<file path="src/rtl/core_dispatch_scoreboard_pkg.sv">
`default_nettype none
// ============================================================================
//  Module   : core_dispatch_scoreboard_pkg
//  Purpose  : Shared micro-architecture types and sizes for the dispatch
//             scoreboard (EU indices, register numbers, counter width).
//  Revision : 1.0 - initial release
// ============================================================================
package core_dispatch_scoreboard_pkg;

    localparam int NUM_REGS = 16;   // architectural registers, one hword bit each
    localparam int NUM_EU   = 5;    // execution units tracked
    localparam int CNT_W    = 2;    // in-flight counter width per (EU, register)
    localparam int RD_W     = 4;    // register number width
    localparam int EU_W     = 3;    // EU index width (leaves room for out-of-range codes)

    typedef logic [NUM_REGS-1:0] hword;
    typedef logic [RD_W-1:0]     reg_num;

    typedef enum logic [EU_W-1:0] {
        EU_ALU_A  = 3'd0,
        EU_ALU_B  = 3'd1,
        EU_BRANCH = 3'd2,
        EU_LDST   = 3'd3,
        EU_MUL    = 3'd4
    } eu_idx;

endpackage : core_dispatch_scoreboard_pkg
`default_nettype wire

</file>
<file path="src/rtl/core_dispatch_scoreboard_if.sv">
`default_nettype none
// ============================================================================
//  Module   : core_dispatch_scoreboard_if
//  Purpose  : Dispatch (set), writeback (clear) and pending-mask bundle
//             between the pipeline and the register scoreboard.
//  Revision : 1.0 - initial release
// ============================================================================
interface core_dispatch_scoreboard_if;
    import core_dispatch_scoreboard_pkg::*;

    // Dispatch side: two slots per cycle
    logic                     flush;
    logic                     dispatch_a;
    logic                     a_writeback;
    reg_num                   a_rd;
    logic [EU_W-1:0]          a_eu;
    logic                     dispatch_b;
    logic                     b_writeback;
    reg_num                   b_rd;
    logic [EU_W-1:0]          b_eu;

    // Writeback side: one retiring register per EU
    logic [NUM_EU-1:0]        wb_valid;
    logic [NUM_EU*RD_W-1:0]   wb_rd;

    // Pending-write masks toward the hazard check
    hword                     mask_alu_a;
    hword                     mask_alu_b;
    hword                     mask_branch;
    hword                     mask_ldst;
    hword                     mask_mul;
    logic                     busy;
    logic                     sb_error;

    // Pipeline side: drives events, observes masks
    modport master (
        output flush, dispatch_a, a_writeback, a_rd, a_eu,
               dispatch_b, b_writeback, b_rd, b_eu, wb_valid, wb_rd,
        input  mask_alu_a, mask_alu_b, mask_branch, mask_ldst, mask_mul,
               busy, sb_error
    );

    // Scoreboard side
    modport slave (
        input  flush, dispatch_a, a_writeback, a_rd, a_eu,
               dispatch_b, b_writeback, b_rd, b_eu, wb_valid, wb_rd,
        output mask_alu_a, mask_alu_b, mask_branch, mask_ldst, mask_mul,
               busy, sb_error
    );

endinterface : core_dispatch_scoreboard_if
`default_nettype wire

</file>
<file path="src/rtl/core_dispatch_scoreboard_cnt.sv">
`default_nettype none
// ============================================================================
//  Module   : core_dispatch_scoreboard_cnt
//  Purpose  : One saturating in-flight write counter. Adds 0..2 and
//             subtracts 0..1 per cycle; clr wins over both. Reports
//             whether the next count is nonzero and whether this cycle
//             over- or underflowed.
//  Revision : 1.0 - initial release
// ============================================================================
module core_dispatch_scoreboard_cnt #(
    parameter int CNT_W = 2
) (
    input  wire logic       clk,
    input  wire logic       rst,
    input  wire logic [1:0] inc_i,
    input  wire logic       dec_i,
    input  wire logic       clr_i,
    output logic            nonzero_o,
    output logic            err_o
);

    // Two spare bits hold cnt + 2 without wrapping
    localparam int               SUM_W = CNT_W + 2;
    localparam logic [SUM_W-1:0] C_MAX = SUM_W'((1 << CNT_W) - 1);

    logic [CNT_W-1:0] cnt_q;
    logic [CNT_W-1:0] cnt_d;
    logic [SUM_W-1:0] sum;

    // Net update: increments are applied before the decrement so that a
    // set and clear on an empty counter nets to zero without an underflow.
    always_comb begin
        cnt_d = cnt_q;
        err_o = 1'b0;
        sum   = SUM_W'(cnt_q) + SUM_W'(inc_i);
        if (clr_i) begin
            cnt_d = '0;
        end else begin
            if (dec_i) begin
                if (sum == '0) begin
                    err_o = 1'b1;
                end else begin
                    sum = sum - SUM_W'(1);
                end
            end
            if (sum > C_MAX) begin
                cnt_d = C_MAX[CNT_W-1:0];
                err_o = 1'b1;
            end else begin
                cnt_d = sum[CNT_W-1:0];
            end
        end
        nonzero_o = (cnt_d != '0);
    end

    // Counter state register
    always_ff @(posedge clk) begin
        if (rst) begin
            cnt_q <= '0;
        end else begin
            cnt_q <= cnt_d;
        end
    end

endmodule : core_dispatch_scoreboard_cnt
`default_nettype wire

</file>
<file path="src/rtl/core_dispatch_scoreboard.sv">
`default_nettype none
// ============================================================================
//  Module   : core_dispatch_scoreboard
//  Purpose  : Producer-side register scoreboard. Counts in-flight writes per
//             (EU, register), exports one registered pending mask per EU,
//             a busy flag and a sticky error flag.
//  Revision : 1.0 - initial release
// ============================================================================
module core_dispatch_scoreboard
    import core_dispatch_scoreboard_pkg::*;
(
    input  wire logic                 clk,
    input  wire logic                 rst,
    core_dispatch_scoreboard_if.slave sb
);

    logic                             set_a;
    logic                             set_b;
    logic                             eu_err;
    logic [NUM_EU-1:0][NUM_REGS-1:0]  nz_next;
    logic [NUM_EU-1:0][NUM_REGS-1:0]  cnt_err;
    logic [NUM_EU-1:0][NUM_REGS-1:0]  mask_q;
    logic                             busy_q;
    logic                             err_q;

    // A slot only produces a hazard when it actually writes rd
    assign set_a  = sb.dispatch_a & sb.a_writeback;
    assign set_b  = sb.dispatch_b & sb.b_writeback;
    assign eu_err = (set_a && (sb.a_eu >= EU_W'(NUM_EU))) ||
                    (set_b && (sb.b_eu >= EU_W'(NUM_EU)));

    generate
        for (genvar e = 0; e < NUM_EU; e++) begin : g_eu
            reg_num wb_rd_e;
            assign wb_rd_e = sb.wb_rd[e*RD_W +: RD_W];

            for (genvar r = 0; r < NUM_REGS; r++) begin : g_reg
                logic       hit_a;
                logic       hit_b;
                logic [1:0] inc;
                logic       dec;

                assign hit_a = set_a && (sb.a_eu == EU_W'(e)) && (sb.a_rd == RD_W'(r));
                assign hit_b = set_b && (sb.b_eu == EU_W'(e)) && (sb.b_rd == RD_W'(r));
                assign inc   = {1'b0, hit_a} + {1'b0, hit_b};
                assign dec   = sb.wb_valid[e] && (wb_rd_e == RD_W'(r));

                core_dispatch_scoreboard_cnt #(
                    .CNT_W (CNT_W)
                ) u_cnt (
                    .clk       (clk),
                    .rst       (rst),
                    .inc_i     (inc),
                    .dec_i     (dec),
                    .clr_i     (sb.flush),
                    .nonzero_o (nz_next[e][r]),
                    .err_o     (cnt_err[e][r])
                );
            end
        end
    endgenerate

    // Output registers track the counters' next state, so masks and busy
    // line up with the counters; the error flag is sticky until reset.
    always_ff @(posedge clk) begin
        if (rst) begin
            mask_q <= '0;
            busy_q <= 1'b0;
            err_q  <= 1'b0;
        end else begin
            mask_q <= nz_next;
            busy_q <= |nz_next;
            err_q  <= err_q | (|cnt_err) | eu_err;
        end
    end

    assign sb.mask_alu_a  = mask_q[EU_ALU_A];
    assign sb.mask_alu_b  = mask_q[EU_ALU_B];
    assign sb.mask_branch = mask_q[EU_BRANCH];
    assign sb.mask_ldst   = mask_q[EU_LDST];
    assign sb.mask_mul    = mask_q[EU_MUL];
    assign sb.busy        = busy_q;
    assign sb.sb_error    = err_q;

endmodule : core_dispatch_scoreboard
`default_nettype wire

</file>
<file path="src/flat_wrapper.sv">
// flat-port wrapper written by rule: the top's interface ports become plain ports
module core_dispatch_scoreboard_flat import core_dispatch_scoreboard_pkg::*;
  (clk, rst, sb_flush, sb_dispatch_a, sb_a_writeback, sb_a_rd, sb_a_eu, sb_dispatch_b, sb_b_writeback, sb_b_rd, sb_b_eu, sb_wb_valid, sb_wb_rd, sb_mask_alu_a, sb_mask_alu_b, sb_mask_branch, sb_mask_ldst, sb_mask_mul, sb_busy, sb_sb_error);
  core_dispatch_scoreboard_if sb_i ();
  input  wire logic clk;
  input  wire logic rst;
  input wire logic [$bits(sb_i.flush)-1:0] sb_flush;
  input wire logic [$bits(sb_i.dispatch_a)-1:0] sb_dispatch_a;
  input wire logic [$bits(sb_i.a_writeback)-1:0] sb_a_writeback;
  input wire logic [$bits(sb_i.a_rd)-1:0] sb_a_rd;
  input wire logic [$bits(sb_i.a_eu)-1:0] sb_a_eu;
  input wire logic [$bits(sb_i.dispatch_b)-1:0] sb_dispatch_b;
  input wire logic [$bits(sb_i.b_writeback)-1:0] sb_b_writeback;
  input wire logic [$bits(sb_i.b_rd)-1:0] sb_b_rd;
  input wire logic [$bits(sb_i.b_eu)-1:0] sb_b_eu;
  input wire logic [$bits(sb_i.wb_valid)-1:0] sb_wb_valid;
  input wire logic [$bits(sb_i.wb_rd)-1:0] sb_wb_rd;
  output wire logic [$bits(sb_i.mask_alu_a)-1:0] sb_mask_alu_a;
  output wire logic [$bits(sb_i.mask_alu_b)-1:0] sb_mask_alu_b;
  output wire logic [$bits(sb_i.mask_branch)-1:0] sb_mask_branch;
  output wire logic [$bits(sb_i.mask_ldst)-1:0] sb_mask_ldst;
  output wire logic [$bits(sb_i.mask_mul)-1:0] sb_mask_mul;
  output wire logic [$bits(sb_i.busy)-1:0] sb_busy;
  output wire logic [$bits(sb_i.sb_error)-1:0] sb_sb_error;
  assign sb_i.flush = sb_flush;
  assign sb_i.dispatch_a = sb_dispatch_a;
  assign sb_i.a_writeback = sb_a_writeback;
  assign sb_i.a_rd = sb_a_rd;
  assign sb_i.a_eu = sb_a_eu;
  assign sb_i.dispatch_b = sb_dispatch_b;
  assign sb_i.b_writeback = sb_b_writeback;
  assign sb_i.b_rd = sb_b_rd;
  assign sb_i.b_eu = sb_b_eu;
  assign sb_i.wb_valid = sb_wb_valid;
  assign sb_i.wb_rd = sb_wb_rd;
  assign sb_mask_alu_a = sb_i.mask_alu_a;
  assign sb_mask_alu_b = sb_i.mask_alu_b;
  assign sb_mask_branch = sb_i.mask_branch;
  assign sb_mask_ldst = sb_i.mask_ldst;
  assign sb_mask_mul = sb_i.mask_mul;
  assign sb_busy = sb_i.busy;
  assign sb_sb_error = sb_i.sb_error;
  core_dispatch_scoreboard u_core (.clk(clk), .rst(rst), .sb(sb_i));
endmodule
</file>
<file path="config.mk">
export PLATFORM = sky130hd
export DESIGN_NAME = core_dispatch_scoreboard_flat
export DESIGN_NICKNAME = d
export VERILOG_FILES = /design/src/rtl/core_dispatch_scoreboard_pkg.sv /design/src/rtl/core_dispatch_scoreboard_if.sv /design/src/rtl/core_dispatch_scoreboard_cnt.sv /design/src/rtl/core_dispatch_scoreboard.sv /design/src/flat_wrapper.sv
export SDC_FILE = /design/constraint.sdc
export NUM_CORES = 1
export LEC_CHECK = 0
export CAP_MARGIN = 15
export CORE_ASPECT_RATIO = 0.9
export CORE_UTILIZATION = 50
export DETAILED_ROUTE_END_ITERATION = 12
export PLACE_DENSITY = 0.67
export SLEW_MARGIN = 30
export SYNTH_ARGS = -nofsm -noshare
export SYNTH_HDL_FRONTEND = slang
export SYNTH_SLANG_ARGS = --single-unit
</file>
<file path="constraint.sdc">
create_clock -name clk -period 6.5 [get_ports clk]
set_clock_uncertainty 0.2 [all_clocks]
set_input_delay 1.3 -clock clk [delete_from_list [all_inputs] [get_ports clk]]
set_output_delay 1.3 -clock clk [all_outputs]
set_load 0.01 [all_outputs]
</file>
==> results of run 1 <==
[report_power, final]
| group | internal, W | leakage [nW] | switching [W] |
|---|---|---|---|
| registers | 0.00150 | 1.95 | 0.00000646 |
| clock network | 0.00102 | 0.492 | 0.000735 |
| logic | 0.000194 | 10.6 | 0.000352 |
[layout by cell type (no fill, tap or decap), types with 51 or more instances in the layout]
cell             Yosys  final
dfxtp_1            242    242
buf_4                0    305
nor2_1             220    219
fa_1                80     80
nand3_1             52     52
nor3_1              84     82
inv_1              520    519
a21oi_1             96     96
ha_1               400    400
o21ai_0             93     93
nand2_1            260    260
or2_2               56     56
a31oi_1             57     56
nor2b_1             51     51
clkdlybuf4s50_1      0    125
[worst max-delay path by stage]
stage                   from                  to  slack, ns
6_report          sb_b_rd[0]  u_core.sb.sb_error       0.25
5_1_grt        sb_dispatch_b      u_core.sb.busy       0.07
4_1_cts        sb_dispatch_b      u_core.sb.busy       0.05
3_5_place_dp   sb_dispatch_b      u_core.sb.busy      -0.55
3_3_place_gp   sb_dispatch_b      u_core.sb.busy      -0.36
2_1_floorplan  sb_dispatch_b      u_core.sb.busy       0.70
[repair_timing]
action / CTS / global route
endpoints found under the setup margin: 0 / 1
resized for setup: 0 / 3
endpoints found under the hold margin: 0 / 0
[worst max-delay path: cells and delay by family]
kind,cells,cell delay [ns]
and+or+nand+nor,6,2.24
buffers and inverters,5,1.19
adders and majority gates,4,1.09
AOI/OAI and AO/OA,4,0.68
[synthesized netlist by cell type, drive strengths merged, types with 57 or more instances]
cell type / number
or2: 58
fa: 80
inv: 520
a31oi: 57
nand2: 260
nor2: 220
ha: 400
clkbuf: 88
o21ai: 96
nor3: 84
dfxtp: 242
a21oi: 96
[stage by stage]
step	total power, W	hold slack [ns]	instances	setup slack, ns	area [um2]
3_5_place_dp	0.00206	0.432	3854	-0.546	27100
2_1_floorplan	0.00179	0.326	2917	0.698	23100
6_report	0.00380	0.511	3909	0.254	28100
4_1_cts	0.00380	0.448	3908	0.0541	28100
5_1_grt	0.00390	0.468	3908	0.0655	28100
3_3_place_gp	0.00206	0.468	3854	-0.356	27100
[state kept, by name, indices dropped and copies added, names as in the netlist]
name                       count
u_core.sb.mask_branch         16
u_core.sb.sb_error             1
u_core.sb.mask_alu_a          16
u_core.sb.mask_ldst           16
u_core.g_eu.g.u_cnt.cnt_q    160
u_core.sb.mask_alu_b          16
u_core.sb.mask_mul            16
u_core.sb.busy                 1
[routing by layer]
metal,track usage (%),up-vias,share of wire [%]
met5,0,-,0.042
met1,51.9,11100,42
met3,7.95,274,11
met2,59.5,1185,42
met4,18.9,6,5.9
li1,-,10500,-
[area by class of cell]
type / instances / area (um2) / area share [%]
antenna: 1 / 2.50 / 0.00889
clock buffer: 39 / 836 / 2.97
clock inverter: 15 / 159 / 0.565
inverter: 520 / 1950 / 6.94
multi-input combinational: 2049 / 15900 / 56.7
sequential: 242 / 4840 / 17.2
tap: 608 / 761 / 2.70
timing repair buffer: 435 / 3640 / 12.9
[cell families (layout without fill, tap and decap cells)]
family | Yosys count | count (layout) | share of synthesized area [%]
flip-flops | 242 | 242 | 21.0
XOR/XNOR | 60 | 60 | 2.27
AO/OA/AOI/OAI | 493 | 493 | 14.7
buffers and inverters | 626 | 1009 | 10.3
adder cells (fa/ha/maj) | 480 | 480 | 28.6
AND/OR/NAND/NOR | 984 | 984 | 21.7
multiplexers | 32 | 32 | 1.49
other | 0 | 1 | 0
==> metrics.txt, run 1 <==
Std-Cell Rows 74; Hold Crit Depth 2; crit end category flop; IO buf count 127; YS warnings 0; worst hold path type flop to flop; Rel. slew slack 34.8%; Total GRT Usage 38.8%; Fill cells 4073; Synth Register Bits 242; antenna violations before repair 4; Avg Vias per Cell 5.91; global-route wire length before repair 136000 um; drt wl/cell 23.7 um; CTS Sinks 242; CTS tree built; number of global-route vias before repair 21.9k; DR DRC count 0; total CTS buffers 31; postcts setup bufs 0; 1st-pass router iterations 7; Yosys cell types 76; Tightest Pin Transition 0.976 ns; Syn-to-layout area delta 21.8%; outcome finished clean; Final ANT Viol Nets 0; cell taking the most area after synthesis ha_1; H-tree depth 1; Fin. Hold Viols 0; placed wire-length estimate 75600 um; Worst R2R End u_core.sb.busy; Nets 3805; max-slew violations 0; top cell type's share of synthesized area 21.7%; sequential area share after synthesis 21.0%; synthesized area per cell 7.92 um2; startpoint types input pin; CTS clock-pin slew for the worst setup and hold paths 0.06 ns; Post-Route WL 92600 um; worst reg2reg path depth 15; Clock Tree Root clkbuf_16; total negative slack 0 ns; crit path time final 6.25 ns; Hold Path Origin u_core.sb.sb_error; Setup Crit Path Kind input pin to flop; Post-synth ARST share 0%; CP max-delay cell clkdlybuf4s50_1; Post-CTS Hold Fix Bufs 0; RSZ-0062 raised after global routing false; CTS max path bufs 3; Critical Path Max Stage Delay 0.71 ns; die height 206 um; EDFF count, synth 0; DR iter-0 viols 2380; period utilization 96.1%; IO Pins 128; Gate Count Post-Synth 2917; mapped cell area 23100 um2; clk_lat worst skew 0.61 ns; Die ar. 47100 um2; DR vias 23.1k; syn_nets 3443; Pleak 13.0 nW; final setup vio count 0; Reg2Reg Setup Slack 2.16 ns; initial cell density of the core 50.8%; RD Place Congestion 1.07; most used cell, CP ha_1; crit path cell chain clkdlybuf4s50_1 > nand2b_1 > nor3_1 > buf_4 > nand2_1 > fa_1 > ha_1 > inv_1 > ha_1 > inv_1 > ha_1 > a31oi_1 > o21ai_0 > or4_1 > or4_1 > nor4_1 > buf_4 > a41o_1 > a21oi_1; global route overflow 0; Synth area leaders ha_1 (22%), dfxtp_1 (21%), inv_1 (8.4%); Top FF cell, synth dfxtp_1; maximum clock frequency 0.160 GHz; Hold Crit Endpoint u_core.sb.sb_error; share of layout cells above drive strength 1 14.0%; largest net degree at the start of global routing 58; VDD IR max 198 uV; Power per Cell Area 135 nW/um2; Chip Width 229 um; critical path fanouts, max 6; signal arrival time at the worst endpoint 6.52 ns; Max-Cap Viols 0; Crit Reg-Reg Startpoint u_core.g_eu[2].g_reg[14].u_cnt.cnt_q[0]; final core utilization 61.9%; core area 45500 um2; required time worst endpoint 6.78 ns
Note: power is estimated with default switching activity, not from simulation.
==> inputs of run 2 (changes only) <==
CTS_CLUSTER_SIZE = 10   (was unset)
SLEW_MARGIN = 20   (was 30)
==> metrics.txt, run 2 (synthesis results as in run 1) <==
outcome finished clean; signal arrival time at the worst endpoint 6.51 ns (about the same); Final Hold Slack 0.537 ns (+0.0256 ns); DR iter-0 viols 2753 (+16%); clk_lat worst skew 0.61 ns (about the same); max reg flops 160 (unchanged); crit path time final 6.23 ns (-0.0132 ns); Final ANT Viol Nets 0 (unchanged); postcts setup bufs 0 (unchanged); Tightest Pin Transition 1.14 ns (+0.164 ns); Non-Filler Instances 3905 (-0.10%); Total GRT Usage 38.8% (about the same); initial cell density of the core 50.8% (unchanged); Avg Vias per Cell 5.91 (about the same); cts repair resizes 0 (unchanged); startpoint types input pin; combined area of the multi-input logic cells 15900 um2 (-0.14%); DP Cell Count 3854 (unchanged); Post-Route WL 92600 um (about the same); drt wl/cell 23.7 um (+0.14%); CTS Sinks 242 (unchanged); RSZ-0062 raised after global routing false; met3 global-route usage 6.94% (-1.0 points); core area 45500 um2 (unchanged); Syn-to-layout area delta 21.8% (about the same); Post-CTS Hold Fix Bufs 0 (unchanged); GR peak layer met2; CTS max path bufs 3 (unchanged); total negative slack 0 ns (unchanged); worst hold path type flop to flop; share of layout cells above drive strength 1 13.8% (-0.24 points); most common cell after layout, fill and taps aside inv_1; Int Power 0.00279 W (+2.9%); Fin. Hold Viols 0 (unchanged); die height 206 um (unchanged); most frequent cells in the layout inv_1 (519), ha_1 (400), buf_4 (305); power share of the combinational group 14.1% (-0.3 points); Fill cells 4040 (-0.81%); P_sw 0.00108 W (-1.2%); Power per Cell Area 137 nW/um2 (+1.7%); DR DRC count 0 (unchanged); max-slew violations 0 (unchanged); 1st-pass router iterations 6 (-1); RD Place Congestion 1.07 (unchanged); IO Pins 128 (unchanged); CTS tree built; share of power burned in registers 38.9% (-0.7 points); Crit Reg-Reg Startpoint u_core.g_eu[2].g_reg[14].u_cnt.cnt_q[0]; Crit. Startpoint sb_b_rd[0]; Hold Crit Depth 2 (unchanged); VDD IR max 206 uV (+4.3%); Clock Tree Root clkbuf_16; final core utilization 61.9% (about the same); period utilization 95.9% (-0.20 points); Worst R2R End u_core.sb.busy; met2 global-route usage 59.5% (about the same); critical path fanouts, max 6 (unchanged); Die ar. 47100 um2 (unchanged); placed wire-length estimate 75600 um (about the same); worst setup margin 0.268 ns (+0.0132 ns); met1 Track Usage GR 52.8% (+0.94 points); required time worst endpoint 6.78 ns (about the same); CTS clock-pin slew for the worst setup and hold paths 0.06 ns (about the same); Std-Cell Rows 74 (unchanged); DR vias 23.1k (-0.11%); worst reg2reg path depth 15 (unchanged); Pleak 13.0 nW (about the same); Hold Path Origin u_core.sb.sb_error; final setup vio count 0 (unchanged); Worst Setup EP u_core.sb.sb_error; FF+latch area 4840 um2 (unchanged); DP Worst Slack -0.453 ns (+0.0931 ns); Setup Crit Path Kind input pin to flop; H-tree depth 1 (unchanged); Sw Ratio 27.9% (-0.82 points); Reg2Reg Setup Slack 2.16 ns (about the same); Nets 3805 (unchanged); IO buf count 127 (unchanged); global-route wire length before repair 137000 um (+0.21%); Max-Cap Viols 0 (unchanged); clock power share 47.0% (+0.9 points); number of global-route vias before repair 21.8k (-0.63%); antenna violations before repair 6 (+2); Biggest register u_core.g_eu.g.u_cnt.cnt_q; global route overflow 0 (unchanged); crit end category flop; total CTS buffers 31 (unchanged); largest net degree at the start of global routing 58 (unchanged); maximum clock frequency 0.160 GHz (+0.21%); Chip Width 229 um (unchanged); Rel. slew slack 23.8% (-11 points)
run 2: cell types whose count changed in the layout (fill, tap and decap cells not counted), sizes merged:
cell,change
clkinv,-8
diode,+3
bufinv,+2
clkinvlp,-2
inv,+1
run 2: layout make-up:
class | instances | share of cell area [%]
diodes | 4 | 0.0356
clock inverters | 8 | 0.600
flip-flops and latches | 242 | 17.2
repair buffers | 435 | 12.9
well taps | 608 | 2.70
clock buffers | 39 | 3.00
multi-input cells | 2049 | 56.6
inverters | 520 | 6.93
run 2: through the flow:
step	power, W	instance area (um2)
floorplan	0.00179	23100
global placement	0.00206	27100
detailed placement	0.00206	27100
CTS	0.00386	28100
global route	0.00395	28100
finish	0.00387	28100
run 2: worst min-delay path by stage:
| stage | to |
|---|---|
| 2_1_floorplan | u_core.sb.sb_error |
| 3_5_place_dp | u_core.sb.sb_error |
| 6_report | u_core.sb.sb_error |
| 4_1_cts | u_core.sb.sb_error |
| 3_3_place_gp | u_core.sb.sb_error |
| 5_1_grt | u_core.sb.sb_error |
run 2: power by group through the flow:
stage	clock [W]	sequential (W)	combinational, W
final	0.00182	0.00151	0.000547
after global routing	0.00188	0.00151	0.000566
after CTS	0.00183	0.00151	0.000525
after detailed placement	0	0.00154	0.000522
after global placement	0	0.00154	0.000518
after floorplan	0	0.00154	0.000250
run 2: worst max-delay path: stages:
cell and delay [ns]:
clkdlybuf4s50_1 0.69, nand2b_1 0.19, nor3_1 0.40, buf_4 0.20
nand2_1 0.15, fa_1 0.44, ha_1 0.28, inv_1 0.07
ha_1 0.17, inv_1 0.05, ha_1 0.21, a31oi_1 0.20
o21ai_0 0.30, or4_1 0.54, or4_1 0.59, nor4_1 0.32
buf_4 0.16, a41o_1 0.16, a21oi_1 0.08
run 2: layer usage:
metal / vias up / part of all wire, % / wire length [um]
li1: 10500 / - / -
met1: 11000 / 43 / 39500
met2: 1285 / 42 / 39100
met3: 232 / 9.9 / 9120
met4: 6 / 5.2 / 4840
met5: - / 0.041 / 38
